File: src/rtl/fp_pkg.sv
// Shared floating-point helpers: format geometry and the unpacked
// classification bundle used by the FP decode blocks.
package fp_pkg;

    localparam int EXP_MAX  = 11;
    localparam int MANT_MAX = 53;

    typedef struct packed {
        logic                is_zero;
        logic                is_nan;
        logic                is_inf;
        logic                sign;
        logic [EXP_MAX-1:0]  exp;
        logic [MANT_MAX-1:0] mant;
    } fp_class_t;

    function automatic int fp_fw(input int w);
        return (w == 64) ? 52 : 23;
    endfunction

    function automatic int fp_ew(input int w);
        return (w == 64) ? 11 : 8;
    endfunction

    function automatic int fp_bias(input int w);
        return (1 << (fp_ew(w) - 1)) - 1;
    endfunction

endpackage

File: src/rtl/fp_unpack.sv
// Combinational IEEE-754 classifier: splits a packed float into
// sign, biased exponent and hidden-bit mantissa plus special flags.
module fp_unpack
    import fp_pkg::*;
#(
    parameter int W = 32
) (
    input  logic [W-1:0] in,
    output fp_class_t    cls
);

    localparam int FW = fp_fw(W);
    localparam int EW = fp_ew(W);

    logic [EW-1:0] e;
    logic [FW-1:0] f;

    assign e = in[W-2:FW];
    assign f = in[FW-1:0];

    always_comb begin
        cls         = '0;
        cls.sign    = in[W-1];
        cls.exp     = EXP_MAX'(e);
        cls.is_zero = (e == '0);
        cls.is_nan  = (&e) & (|f);
        cls.is_inf  = (&e) & ~(|f);
        cls.mant    = MANT_MAX'({1'b1, f});
    end

endmodule

File: src/rtl/fp_to_fixed.sv
// Three-stage float to signed fixed-point converter:
// classify, align with guard/sticky, round-to-even and saturate.
module fp_to_fixed
    import fp_pkg::*;
#(
    parameter int W    = 32,
    parameter int OW   = 32,
    parameter int FRAC = 8
) (
    input  logic          clk,
    input  logic          reset,
    input  logic          in_valid,
    output logic          in_ready,
    input  logic [W-1:0]  in,
    output logic          out_valid,
    input  logic          out_ready,
    output logic [OW-1:0] out,
    output logic          out_ovf
);

    localparam int FW     = fp_fw(W);
    localparam int EW     = fp_ew(W);
    localparam int BIAS   = fp_bias(W);
    localparam int SW     = EW + 2;
    localparam int MW     = ((OW > FW + 1) ? OW : FW + 1) + 1;
    localparam int XW     = 2 * FW + 3;
    localparam int SH_OFF = BIAS + FW - FRAC;
    localparam int LMAX   = OW - FW - 1;

    localparam logic [MW-1:0] LIM     = MW'(1) << (OW - 1);
    localparam logic [OW-1:0] POS_MAX = {1'b0, {(OW-1){1'b1}}};
    localparam logic [OW-1:0] NEG_MIN = {1'b1, {(OW-1){1'b0}}};

    fp_class_t cls;
    logic      unused_cls;

    fp_unpack #(.W(W)) u_unpack (
        .in  (in),
        .cls (cls)
    );

    assign unused_cls = ^{cls.exp, cls.mant};

    logic s1_valid, s2_valid;
    logic s1_adv, s2_adv, s3_adv, in_fire;

    assign s3_adv   = out_valid & out_ready;
    assign s2_adv   = s2_valid & (~out_valid | s3_adv);
    assign s1_adv   = s1_valid & (~s2_valid | s2_adv);
    assign in_ready = ~s1_valid | s1_adv;
    assign in_fire  = in_valid & in_ready;

    logic                 s1_zero, s1_nan, s1_inf, s1_sign;
    logic [FW:0]          s1_mant;
    logic signed [SW-1:0] s1_sh, sh_c;

    assign sh_c = $signed({2'b00, cls.exp[EW-1:0]})
                - $signed(SW'(SH_OFF));

    logic [MW-1:0] mag_c;
    logic          guard_c, sticky_c, big_c;
    logic [SW-1:0] nsh;
    logic [XW-1:0] ext;

    // Right shifts past FW+2 all collapse to "only sticky survives".
    always_comb begin
        mag_c    = '0;
        guard_c  = 1'b0;
        sticky_c = 1'b0;
        big_c    = 1'b0;
        nsh      = '0;
        ext      = '0;
        if (!s1_sh[SW-1]) begin
            if (s1_sh > $signed(SW'(LMAX))) begin
                big_c = 1'b1;
            end else begin
                mag_c = MW'(s1_mant) << s1_sh;
            end
        end else begin
            nsh = SW'(-s1_sh);
            if (nsh > SW'(FW + 2)) begin
                nsh = SW'(FW + 2);
            end
            ext      = {s1_mant, {(FW+2){1'b0}}} >> nsh;
            mag_c    = MW'(ext[XW-1:FW+2]);
            guard_c  = ext[FW+1];
            sticky_c = |ext[FW:0];
        end
    end

    logic          s2_sign, s2_zero, s2_nan, s2_sat;
    logic          s2_guard, s2_sticky;
    logic [MW-1:0] s2_mag;

    logic [MW-1:0] rnd;
    logic [OW-1:0] res_c;
    logic          ovf_c;

    // A magnitude of exactly 2^(OW-1) is still representable when negative.
    always_comb begin
        rnd   = s2_mag + MW'(s2_guard & (s2_sticky | s2_mag[0]));
        res_c = '0;
        ovf_c = 1'b0;
        if (s2_zero) begin
            res_c = '0;
            ovf_c = s2_nan;
        end else if (s2_sat || rnd > LIM || (rnd == LIM && !s2_sign)) begin
            res_c = s2_sign ? NEG_MIN : POS_MAX;
            ovf_c = 1'b1;
        end else begin
            res_c = s2_sign ? -rnd[OW-1:0] : rnd[OW-1:0];
        end
    end

    always_ff @(posedge clk) begin
        if (reset) begin
            s1_valid  <= 1'b0;
            s2_valid  <= 1'b0;
            out_valid <= 1'b0;
        end else begin
            if (in_fire) begin
                s1_valid <= 1'b1;
            end else if (s1_adv) begin
                s1_valid <= 1'b0;
            end
            if (s1_adv) begin
                s2_valid <= 1'b1;
            end else if (s2_adv) begin
                s2_valid <= 1'b0;
            end
            if (s2_adv) begin
                out_valid <= 1'b1;
            end else if (s3_adv) begin
                out_valid <= 1'b0;
            end
        end
    end

    always_ff @(posedge clk) begin
        if (in_fire) begin
            s1_zero <= cls.is_zero;
            s1_nan  <= cls.is_nan;
            s1_inf  <= cls.is_inf;
            s1_sign <= cls.sign;
            s1_mant <= cls.mant[FW:0];
            s1_sh   <= sh_c;
        end
        if (s1_adv) begin
            s2_sign   <= s1_sign;
            s2_zero   <= s1_zero | s1_nan;
            s2_nan    <= s1_nan;
            s2_sat    <= s1_inf | (big_c & ~s1_zero & ~s1_nan);
            s2_mag    <= mag_c;
            s2_guard  <= guard_c;
            s2_sticky <= sticky_c;
        end
    end

    always_ff @(posedge clk) begin
        if (reset) begin
            out     <= '0;
            out_ovf <= 1'b0;
        end else if (s2_adv) begin
            out     <= res_c;
            out_ovf <= ovf_c;
        end
    end

endmodule

File: config.mk
export PLATFORM = sky130hd
export DESIGN_NAME = fp_to_fixed
export DESIGN_NICKNAME = d
export VERILOG_FILES = /design/src/rtl/fp_pkg.sv /design/src/rtl/fp_unpack.sv /design/src/rtl/fp_to_fixed.sv
export SDC_FILE = /design/constraint.sdc
export NUM_CORES = 1
export LEC_CHECK = 0
export ABC_AREA = 1
export CAP_MARGIN = 30
export CELL_PAD_IN_SITES_DETAIL_PLACEMENT = 2
export CELL_PAD_IN_SITES_GLOBAL_PLACEMENT = 2
export CORE_MARGIN = 2
export CORE_UTILIZATION = 36
export DETAILED_ROUTE_END_ITERATION = 6
export PLACE_DENSITY_LB_ADDON = 0.1
export RECOVER_POWER = 25
export SETUP_SLACK_MARGIN = 0.05
export SLEW_MARGIN = 40
export SYNTH_ARGS = -nofsm -noshare
export SYNTH_HDL_FRONTEND = slang
export SYNTH_SLANG_ARGS = --single-unit
File: constraint.sdc
create_clock -name clk -period 7.2 [get_ports clk]
set_input_delay 1.8 -clock clk [delete_from_list [all_inputs] [get_ports clk]]
set_output_delay 1.8 -clock clk [all_outputs]
set_load 0.03 [all_outputs]
### Yosys cells after proc, flatten, opt, wreduce, memory -nomap -nowiden

Index checks and enable logic that the tools add are counted.

| storage, ports and cells | value |
|---|---|
| flip-flop bits (word level) | 112 |
| input bits | 36 |
| logic and storage cells | 80 |

| operators by class | value |
|---|---|
| add/sub/neg operators | 4 |
| magnitude comparators | 3 |
| eq/ne operators | 1 |
| shifts and indexed selects | 2 |
| muxes and demuxes | 18 |
| bitwise gates (word level) | 21 |
| reduce and logical (&&, ||, !) cells | 12 |

Operators with widths:

| cell | number |
|---|---|
| $mux W32 | 4 |
| $shr A49 B10 Y49 | 1 |
| $mux W24 | 2 |
| $add A33 B1 Y33 | 1 |
| $eq A33 B32 Y1 const B | 1 |
| $gt A33 B32 Y1 const B | 1 |
| $shl A24 B10 Y33 | 1 |
| $neg A32 Y32 | 1 |
| $reduce_or A24 Y1 | 1 |
| $reduce_or A23 Y1 | 1 |
| $gt A10 B5 Y1 const B | 2 |
| $mux W10 | 2 |
| $mux W1 | 10 |
| $neg A10 Y10 | 1 |
| $and A1 B1 Y1 | 9 |
| $sub A8 B8 Y9 const B | 1 |
| $logic_not A8 Y1 | 1 |
| $reduce_and A8 Y1 | 1 |
| $not A1 Y1 | 6 |
| $or A1 B1 Y1 | 6 |
| $reduce_bool A2 Y1 | 3 |
| $logic_or A1 B1 Y1 | 2 |
| $reduce_or A2 Y1 | 1 |
| $logic_and A1 B1 Y1 | 1 |
| $logic_not A1 Y1 | 1 |

### Longest topological paths before layout

Gate-level depths: netlist of run 1.

| logic depth | value |
|---|---|
| depth in word-level cells | 8 |
| depth in mapped cells | 27 |
| gate-level depth less buffers | 23 |

### Modules after synthesis

From an unflattened synthesis of run 1, not the netlist that was laid out.

| second synthesis, totals | value |
|---|---|
| cells, all modules | 1,550 |
| area total of the unflattened synthesis | 10,004.6 µm² |

Modules (own cells, without submodules):

| module | instances | cells an instance | area each (µm²) | seq. area each (µm²) |
|---|---|---|---|---|
| fp_to_fixed | 1 | 1,448 | 9,356.5 | 3,002.9 |
| fp_unpack | 1 | 102 | 648.1 | 0.0 |

### Worst setup path before layout of run 1

Ideal clock, no wire load.

| timing path | value |
|---|---|
| path kind | input to output |
| start | input out_ready |
| end | output in_ready |
| arrival time | 2.409 ns |
| data required time | 5.400 ns |
| setup slack | 2.991 ns |
| cell stages on the path | 4 |
| buffers on the path | 0 |
| cell sequence | inv_1 nand2_1 nand2_1 nand3_1 |

| on the way | value |
|---|---|
| cells in the longest elaborated chain, start to end | 6 |

Ends and longest elaborated chain:

| what | line | source |
|---|---|---|
| from (decl) | fp_to_fixed.sv:16 | `input logic out_ready,` |
| $and A1 B1 Y1 | fp_to_fixed.sv:47 | `assign s3_adv = out_valid & out_ready;` |
| $or A1 B1 Y1 | fp_to_fixed.sv:48 | `assign s2_adv = s2_valid & (~out_valid \| s3_adv);` |
| $and A1 B1 Y1 | fp_to_fixed.sv:48 |  |
| $or A1 B1 Y1 | fp_to_fixed.sv:49 | `assign s1_adv = s1_valid & (~s2_valid \| s2_adv);` |
| $and A1 B1 Y1 | fp_to_fixed.sv:49 |  |
| $or A1 B1 Y1 | fp_to_fixed.sv:50 | `assign in_ready = ~s1_valid \| s1_adv;` |
| to (decl) | fp_to_fixed.sv:13 | `output logic in_ready,` |

No other way between the ends.

### Worst setup path in the final report of run 1

Ends and elaborated chain as after synthesis.

==> reports/qor.txt, run 1 <==
SETUP PATH
--------------------------------------------------------------------------------
Required time of the critical path                                       5.40 ns
Critical path data arrival time                                          3.37 ns
CP max FO                                                                      3
Startpoint types                                                    primary input
Capturing element type of the critical path                         primary output
Worst setup path class                                                    in2out

ROUTE
--------------------------------------------------------------------------------
Via density                                                                5.615
Initial detailed-routing violation count                                     656
Wirelength per Cell                                                     20.88 um
TritonRoute pass-1 iters                                                       5
Total detailed-routing wirelength                                       36.87 mm
Number of DRC violations after detailed routing                                0
Number of antenna-violating nets in the routed design                          0
Vias                                                                        9916

CTS
--------------------------------------------------------------------------------
H-tree lvl count                                                               3
Clock latency at the later pin of the worst-skew pair                    0.37 ns
TritonCTS Sinks                                                              111
Clock slew at reported path FFs                                          0.08 ns
CTS tree                                                                   built
Clock Path Buffers                                                             2
Master cell of the clock root buffer                                sky130_fd_sc_hd__clkbuf_16
Postcts setup bufs                                                             0
Number of instances resized during post-cts repair                             0
Inserted Clock Buffers                                                         9
Hold-fix buffers, CTS                                                          0

PWR
--------------------------------------------------------------------------------
Switching power total                                                0.0005764 W
Maximum VDD drop                                                     0.0001173 V
Total power draw                                                      0.001642 W
Standby leakage power                                                   4.149 nW
Switching power share of the total                                        35.10%
Part of the power in registers                                             45.4%
Portion of total power attributed to the clock network                     31.6%
Internal                                                              0.001066 W
Cell Pwr Density                                                    159.6 nW/um^2
Combinational cell fraction of total power                                 23.0%

STA
--------------------------------------------------------------------------------
Final min period                                                        5.173 ns
Unrepaired setup endpoints after global routing                               no
Fraction of the cycle the final worst path needs                          71.85%
Setup tns final                                                             0 ns
Achievable Freq                                                        193.3 MHz
Hold Fails Final Rpt                                                           0
Setup violations, final                                                        0
Measured slew at the worst slew-check pin                               2.369 ns
Worst rel slew slack                                                     -57.96%
Worst clock skew                                                      0.01327 ns
Number of pins exceeding their max-slew limit in the final report             77

DIE
--------------------------------------------------------------------------------
Top Ports                                                                     71
Row count                                                                     58
Die boundary height                                                     163.0 um
DIE AREA                                                             26570 sq um
Floorplan core area                                                  24960 sq um
X dimension of the die                                                  163.0 um
Starting Density                                                          36.45%

YOSYS
--------------------------------------------------------------------------------
Top flip-flop cell by instance count after synthesis                sky130_fd_sc_hd__edfxtp_1
Post-synthesis cell type count                                                48
Share of cell area taken by muxes after synthesis                        0.7700%
Post-synthesis instance area                                          9100 sq um
Fraction of registers with async set/reset                                    0%
Adder-cell share of the synthesized area                                 0.8250%
Sequential cell area fraction in the yosys report                         32.67%
Simple-gate portion of the synthesized area                               41.94%
Synthesized flop and latch total                                             111
Mapped Nets                                                                 1448
Post-synthesis xor/xnor area fraction                                     3.451%
Average cell area after synthesis                                    6.472 sq um
Yosys warns                                                                    0
Largest family of logic cells by synthesized area                   simple AND/OR/NAND/NOR gates
Number of synthesized flops with an enable pin                                75
Instance count of the mapped netlist                                        1406
Compound-cell area share of the yosys netlist                             11.78%

LAYOUT
--------------------------------------------------------------------------------
Layout Nets                                                                 1471
Commonest non-fill, non-tap cells in the layout                     425 x sky130_fd_sc_hd__nand2_1, 185 x sky130_fd_sc_hd__nand3_1, 134 x sky130_fd_sc_hd__nor2_1
# fillers                                                                   3071
Leading cell type in the layout, fill and taps excluded             sky130_fd_sc_hd__nand2_1
Post-Route Utilization                                                    41.21%
Layout area overhead                                                      13.06%
Multi-input gate area                                                 5359 sq um
Storage cell area                                                     2973 sq um
Fraction of final layout cells with drive strength greater than 1         6.206%

STATUS
--------------------------------------------------------------------------------
Outcome                                                             complete, but fails checks
Violations in the final reports                                     max-capacitance violations, max-slew violations

MIN PATH
--------------------------------------------------------------------------------
Hold/Removal Path Class                                                  reg2reg

PLACE
--------------------------------------------------------------------------------
Last weighted congestion value of the routability-driven placer           0.8715
Total of buffers placed on input and output ports                             70
Placed wire-length estimate after detailed placement                    29.42 mm

GLOBAL ROUTE
--------------------------------------------------------------------------------
Largest net degree at the start of global routing                             60
Number of antenna violations at the first check in global routing              2
Wire length of the first global-routing pass                            58.41 mm
Final global-route overflow total                                              0
Vias in the first global route                                             10440
Global routing usage summed across all routing layers                     28.44%

FLOW RUN
--------------------------------------------------------------------------------
Max cap viols                                                                  2

==> state kept, by name (all words and copies together), names as in the netlist, 9 cells and up <==
signal and count:
s2_mag 33, out 32, s1_mant 23, s1_sh 9
==> cells by family (layout without fill, tap and decap cells) <==
kind of cell	count (synthesis)	in the layout
AO/OA/AOI/OAI	188	188
buffers and inverters	194	222
XOR/XNOR	35	35
AND/OR/NAND/NOR	865	865
flip-flops	111	111
other	0	2
adder cells (fa/ha/maj)	6	6
multiplexers	7	7
==> cells in the mapped netlist, types with 15 or more instances <==
master / instances / area, sq um
sky130_fd_sc_hd__buf_2: 22 / 110.1
sky130_fd_sc_hd__inv_1: 108 / 405.4
sky130_fd_sc_hd__nand2_2: 15 / 93.84
sky130_fd_sc_hd__nor3_1: 15 / 75.07
sky130_fd_sc_hd__a21oi_1: 48 / 240.2
sky130_fd_sc_hd__nand3_1: 185 / 925.9
sky130_fd_sc_hd__xor2_1: 20 / 175.2
sky130_fd_sc_hd__o21ai_0: 83 / 415.4
sky130_fd_sc_hd__nor2_1: 136 / 510.5
sky130_fd_sc_hd__edfxtp_1: 75 / 2252
sky130_fd_sc_hd__clkbuf_1: 38 / 142.6
sky130_fd_sc_hd__nand2_1: 425 / 1595
sky130_fd_sc_hd__nand4_1: 44 / 275.3
sky130_fd_sc_hd__dfxtp_1: 36 / 720.7
==> worst max-delay path, cell delays in order <==
cell                              delay, ns
sky130_fd_sc_hd__dlygate4sd3_1         0.52
sky130_fd_sc_hd__inv_1                 0.05
sky130_fd_sc_hd__nand2_1               0.09
sky130_fd_sc_hd__nand2_1               0.09
sky130_fd_sc_hd__nand3_1               0.13
sky130_fd_sc_hd__clkdlybuf4s50_1       0.69
==> power groups by stage <==
| stage | Clock (W) | Combinational, W | Sequential, W |
|---|---|---|---|
| final | 0.000519 | 0.000378 | 0.000745 |
| after global routing | 0.000552 | 0.000418 | 0.000749 |
| after CTS | 0.000528 | 0.000379 | 0.000744 |
| after detailed placement | 0 | 0.000375 | 0.000759 |
| after global placement | 0 | 0.000361 | 0.000757 |
| after floorplan | 0 | 0.000242 | 0.000749 |
==> final timing paths <==
kind / start / end / slack [ns] / cells past startpoint
min: s1_sign / s2_sign / 0.43 / 0
max: out_ready / in_ready / 2.03 / 6
max reg2reg: s1_sh[1] / s2_sticky / 2.13 / 20
min reg2reg: s1_sign / s2_sign / 0.43 / 0
==> through the flow <==
| step | setup slack, ns | hold WS, ns | instance area, sq um | cells |
|---|---|---|---|---|
| 2_1_floorplan | 2.991 | 0.4003 | 9100 | 1406 |
| 3_3_place_gp | 2.187 | 0.4078 | 9996 | 1748 |
| 3_5_place_dp | 2.080 | 0.4056 | 10000 | 1748 |
| 4_1_cts | 2.073 | 0.4270 | 10290 | 1764 |
| 5_1_grt | 1.607 | 0.4404 | 10280 | 1764 |
| 6_report | 2.027 | 0.4290 | 10290 | 1766 |
==> layout make-up <==
type	count	share of cell area (%)
repair buffers	83	7.686
well taps	330	4.013
multi-input cells	1101	52.09
clock buffers	9	2.189
flip-flops and latches	111	28.89
inverters	123	4.487
clock inverters	7	0.5959
diodes	2	0.04864
==> per-layer routing <==
metal  wire length [um]  global-route usage [%]
met1              16050                   35.90
met2              18280                   50.02
met3               1518                   3.998
met4               1011                   9.091
met5                  0                       0
No activity file was read; power rests on OpenSTA's default activity.
==> inputs of run 2 (changes only) <==
- CORE_UTILIZATION: 36 -> 33
- clock period: 7.2 -> 4.9 ns (I/O delays scaled with it)
==> run 2 against run 1 <==
Compared with the run above:
- the run still ends with max-capacitance violations, max-slew violations left
- final cell count is 1.1% higher
- power is 49% higher
- critical path depth is 12 higher
- routed wire length is 2.8% lower
- sequential share of layout area is 0.26 points lower
- first-iteration DRC count is 6.4% lower
- cell area is 0.92% higher
- clock power is 55% higher
- global-route usage is 2.8 points lower
- setup slack worse by 1.3 ns
- critical endpoint is now out[16]
==> reports/qor.txt, run 2 (synthesis gave the netlist of run 1 again) <==
STA
----------------------------------------------------------------------------------
Setup violations, final                                                          0   unchanged
Hold Fails Final Rpt                                                             0   unchanged
Measured slew at the worst slew-check pin                                 2.249 ns   -0.1205 ns
Worst rel slew slack                                                       -49.93%   +8.0 points
Achievable Freq                                                          238.4 MHz
Fraction of the cycle the final worst path needs                            85.60%
Unrepaired setup endpoints after global routing                                 no
Setup tns final                                                               0 ns   unchanged
Number of pins exceeding their max-slew limit in the final report               77   unchanged
Final min period                                                          4.194 ns
Worst clock skew                                                        0.01370 ns   +0.0004263 ns

SETUP PATH
----------------------------------------------------------------------------------
Startpoint types                                                              flop
Capturing element type of the critical path                                   flop
Worst setup path class                                                     reg2reg
Crit Reg-Reg Endpoint                                                      out[16]
Beginning of the worst register-to-register path                         s2_sticky
Required time of the critical path                                         5.18 ns   -0.22 ns
Path depth of the worst reg2reg path                                            18   -10%
Critical path data arrival time                                            4.47 ns   +1.10 ns
CP Launch Point                                                          s2_sticky
CP max FO                                                                       23   +20
Internal reg-to-reg setup slack                                            0.71 ns   -1.42 ns
Worst setup path end                                                       out[16]

PLACE
----------------------------------------------------------------------------------
Last weighted congestion value of the routability-driven placer             0.9571   +9.8%
Placed cell count                                                             1769   +1.2%
Placed wire-length estimate after detailed placement                      28.62 mm   -2.7%
Total of buffers placed on input and output ports                               70   unchanged

PWR
----------------------------------------------------------------------------------
Cell Pwr Density                                                      236.2 nW/um^2   +48%
Maximum VDD drop                                                       0.0001157 V   -1.4%
Standby leakage power                                                     4.204 nW   +1.3%

ROUTE
----------------------------------------------------------------------------------
Wirelength per Cell                                                       20.08 um   -3.8%
Sum of routed wire segments on met1                                       18.01 mm   +12%
Sum of met3 wire segment lengths after detailed routing                   1.446 mm   -4.7%
Total detailed-routing wirelength                                         35.85 mm   -2.8%
Number of antenna-violating nets in the routed design                            0   unchanged
Vias                                                                          9797   -1.2%
Number of DRC violations after detailed routing                                  0   unchanged
Met2 wire len                                                             16.05 mm   -12%
Initial detailed-routing violation count                                       614   -6.4%
Via density                                                                  5.489   -2.3%
TritonRoute pass-1 iters                                                         5   unchanged
Highest metal used                                                            met4

DIE
----------------------------------------------------------------------------------
Starting Density                                                            33.67%   -2.8 points
X dimension of the die                                                    170.1 um   +4.3%
Floorplan core area                                                    27030 sq um   +8.3%
Row count                                                                       60   +3.4%
DIE AREA                                                               28920 sq um   +8.9%
Die boundary height                                                       170.1 um   +4.3%
Top Ports                                                                       71   unchanged

STATUS
----------------------------------------------------------------------------------
Violations in the final reports                                       max-capacitance violations, max-slew violations
Outcome                                                               complete, but fails checks

GLOBAL ROUTE
----------------------------------------------------------------------------------
Final global-route overflow total                                                0   unchanged
Number of antenna violations at the first check in global routing                0   -2
Global routing usage summed across all routing layers                       25.61%   -2.8 points
Largest net degree at the start of global routing                               50   -17%
Wire length of the first global-routing pass                              58.12 mm   -0.50%
Vias in the first global route                                               10450   +0.019%

CTS
----------------------------------------------------------------------------------
TritonCTS Sinks                                                                111   unchanged
Postcts setup bufs                                                               0   unchanged
Number of instances resized during post-cts repair                               0   unchanged
Clock slew at reported path FFs                                            0.10 ns   +0.02 ns
Clock Path Buffers                                                               2   unchanged
Hold-fix buffers, CTS                                                            0   unchanged
Master cell of the clock root buffer                                  sky130_fd_sc_hd__clkbuf_16
CTS tree                                                                     built
Clock latency at the later pin of the worst-skew pair                      0.38 ns   about the same
Inserted Clock Buffers                                                           9   unchanged
H-tree lvl count                                                                 3   unchanged

FLOW RUN
----------------------------------------------------------------------------------
Max cap viols                                                                    2   unchanged

LAYOUT
----------------------------------------------------------------------------------
Commonest non-fill, non-tap cells in the layout                       425 x sky130_fd_sc_hd__nand2_1, 185 x sky130_fd_sc_hd__nand3_1, 135 x sky130_fd_sc_hd__nor2_1
Layout Nets                                                                   1481   +0.68%
Leading cell type in the layout, fill and taps excluded               sky130_fd_sc_hd__nand2_1
Reg with most FFs                                                           s2_mag
Finished Layout Cells                                                         1785   +1.1%
Number of diodes added for antenna fixing                                        0   -2
Largest registers in the final layout                                 s2_mag (33), out (32), s1_mant (23)
Layout area overhead                                                        14.11%
Flip-flop count of the largest register, all copies and words added             33   unchanged
Fraction of final layout cells with drive strength greater than 1           6.717%   +0.51 points

MIN PATH
----------------------------------------------------------------------------------
Hold/Removal Path Class                                                    reg2reg
Cell depth of the worst hold path                                                0   unchanged

==> run 2: worst max-delay path, cell delays in order (launching register included) <==
cell and delay [ns]:
sky130_fd_sc_hd__edfxtp_1 0.38, sky130_fd_sc_hd__o21a_1 0.14, sky130_fd_sc_hd__ha_1 0.22, sky130_fd_sc_hd__ha_1 0.23, sky130_fd_sc_hd__nand3_1 0.12, sky130_fd_sc_hd__inv_2 0.13
sky130_fd_sc_hd__nand3_1 0.11, sky130_fd_sc_hd__nor2_1 0.37, sky130_fd_sc_hd__nand3_1 0.16, sky130_fd_sc_hd__xor2_1 0.28, sky130_fd_sc_hd__nor2_1 0.09, sky130_fd_sc_hd__and3_1 0.16
sky130_fd_sc_hd__nand3_1 0.09, sky130_fd_sc_hd__nand2_1 0.09, sky130_fd_sc_hd__nand2_2 0.27, sky130_fd_sc_hd__clkinv_1 0.67, sky130_fd_sc_hd__nand3b_1 0.33, sky130_fd_sc_hd__nand2_1 0.08
sky130_fd_sc_hd__a21oi_1 0.16
==> run 2: routing by layer <==
metal,GRT usage (%),vias to the layer above
li1,-,4769
met1,37.32,4836
met2,40.88,173
met3,3.233,19
met4,4.496,0
met5,0,-
==> run 2: final cells by class <==
class                   instances  area [sq um]
fillers                      3336         16640
clock inverters                 7         81.33
multi-input cells            1101          5350
flip-flops and latches        111          2973
repair buffers                 93         865.8
well taps                     341         426.7
clock buffers                   9         225.2
inverters                     123         461.7
==> run 2: where the power goes <==
group | internal (W) | leakage, nW | switching, W
combinational | 0.000166 | 3.01 | 0.000395
sequential | 0.00105 | 1.04 | 0.0000391
clock | 0.000371 | 0.150 | 0.000434
total | 0.00158 | 4.20 | 0.000868
==> run 2: how the worst min path moves through the flow <==
| stage | endpoint | from |
|---|---|---|
| detailed placement | s2_sign | s1_sign |
| global route | s2_sign | s1_sign |
| floorplan | s2_sign | s1_sign |
| global placement | s2_sign | s1_sign |
| CTS | s2_sign | s1_sign |
| finish | s2_sign | s1_sign |
==> run 2: stage by stage <==
step                area, sq um  setup slack (ns)  hold WS, ns  power (W)  util, %
floorplan                  9100             1.385       0.4003   0.001456        -
global placement          10080            0.6829       0.4059   0.001650    37.31
detailed placement        10080            0.6341       0.4152   0.001667    37.31
CTS                       10390            0.5852       0.4497   0.002469    38.45
global route              10380            0.1574       0.4572   0.002577    38.42
finish                    10380            0.7057       0.4462   0.002452    38.42
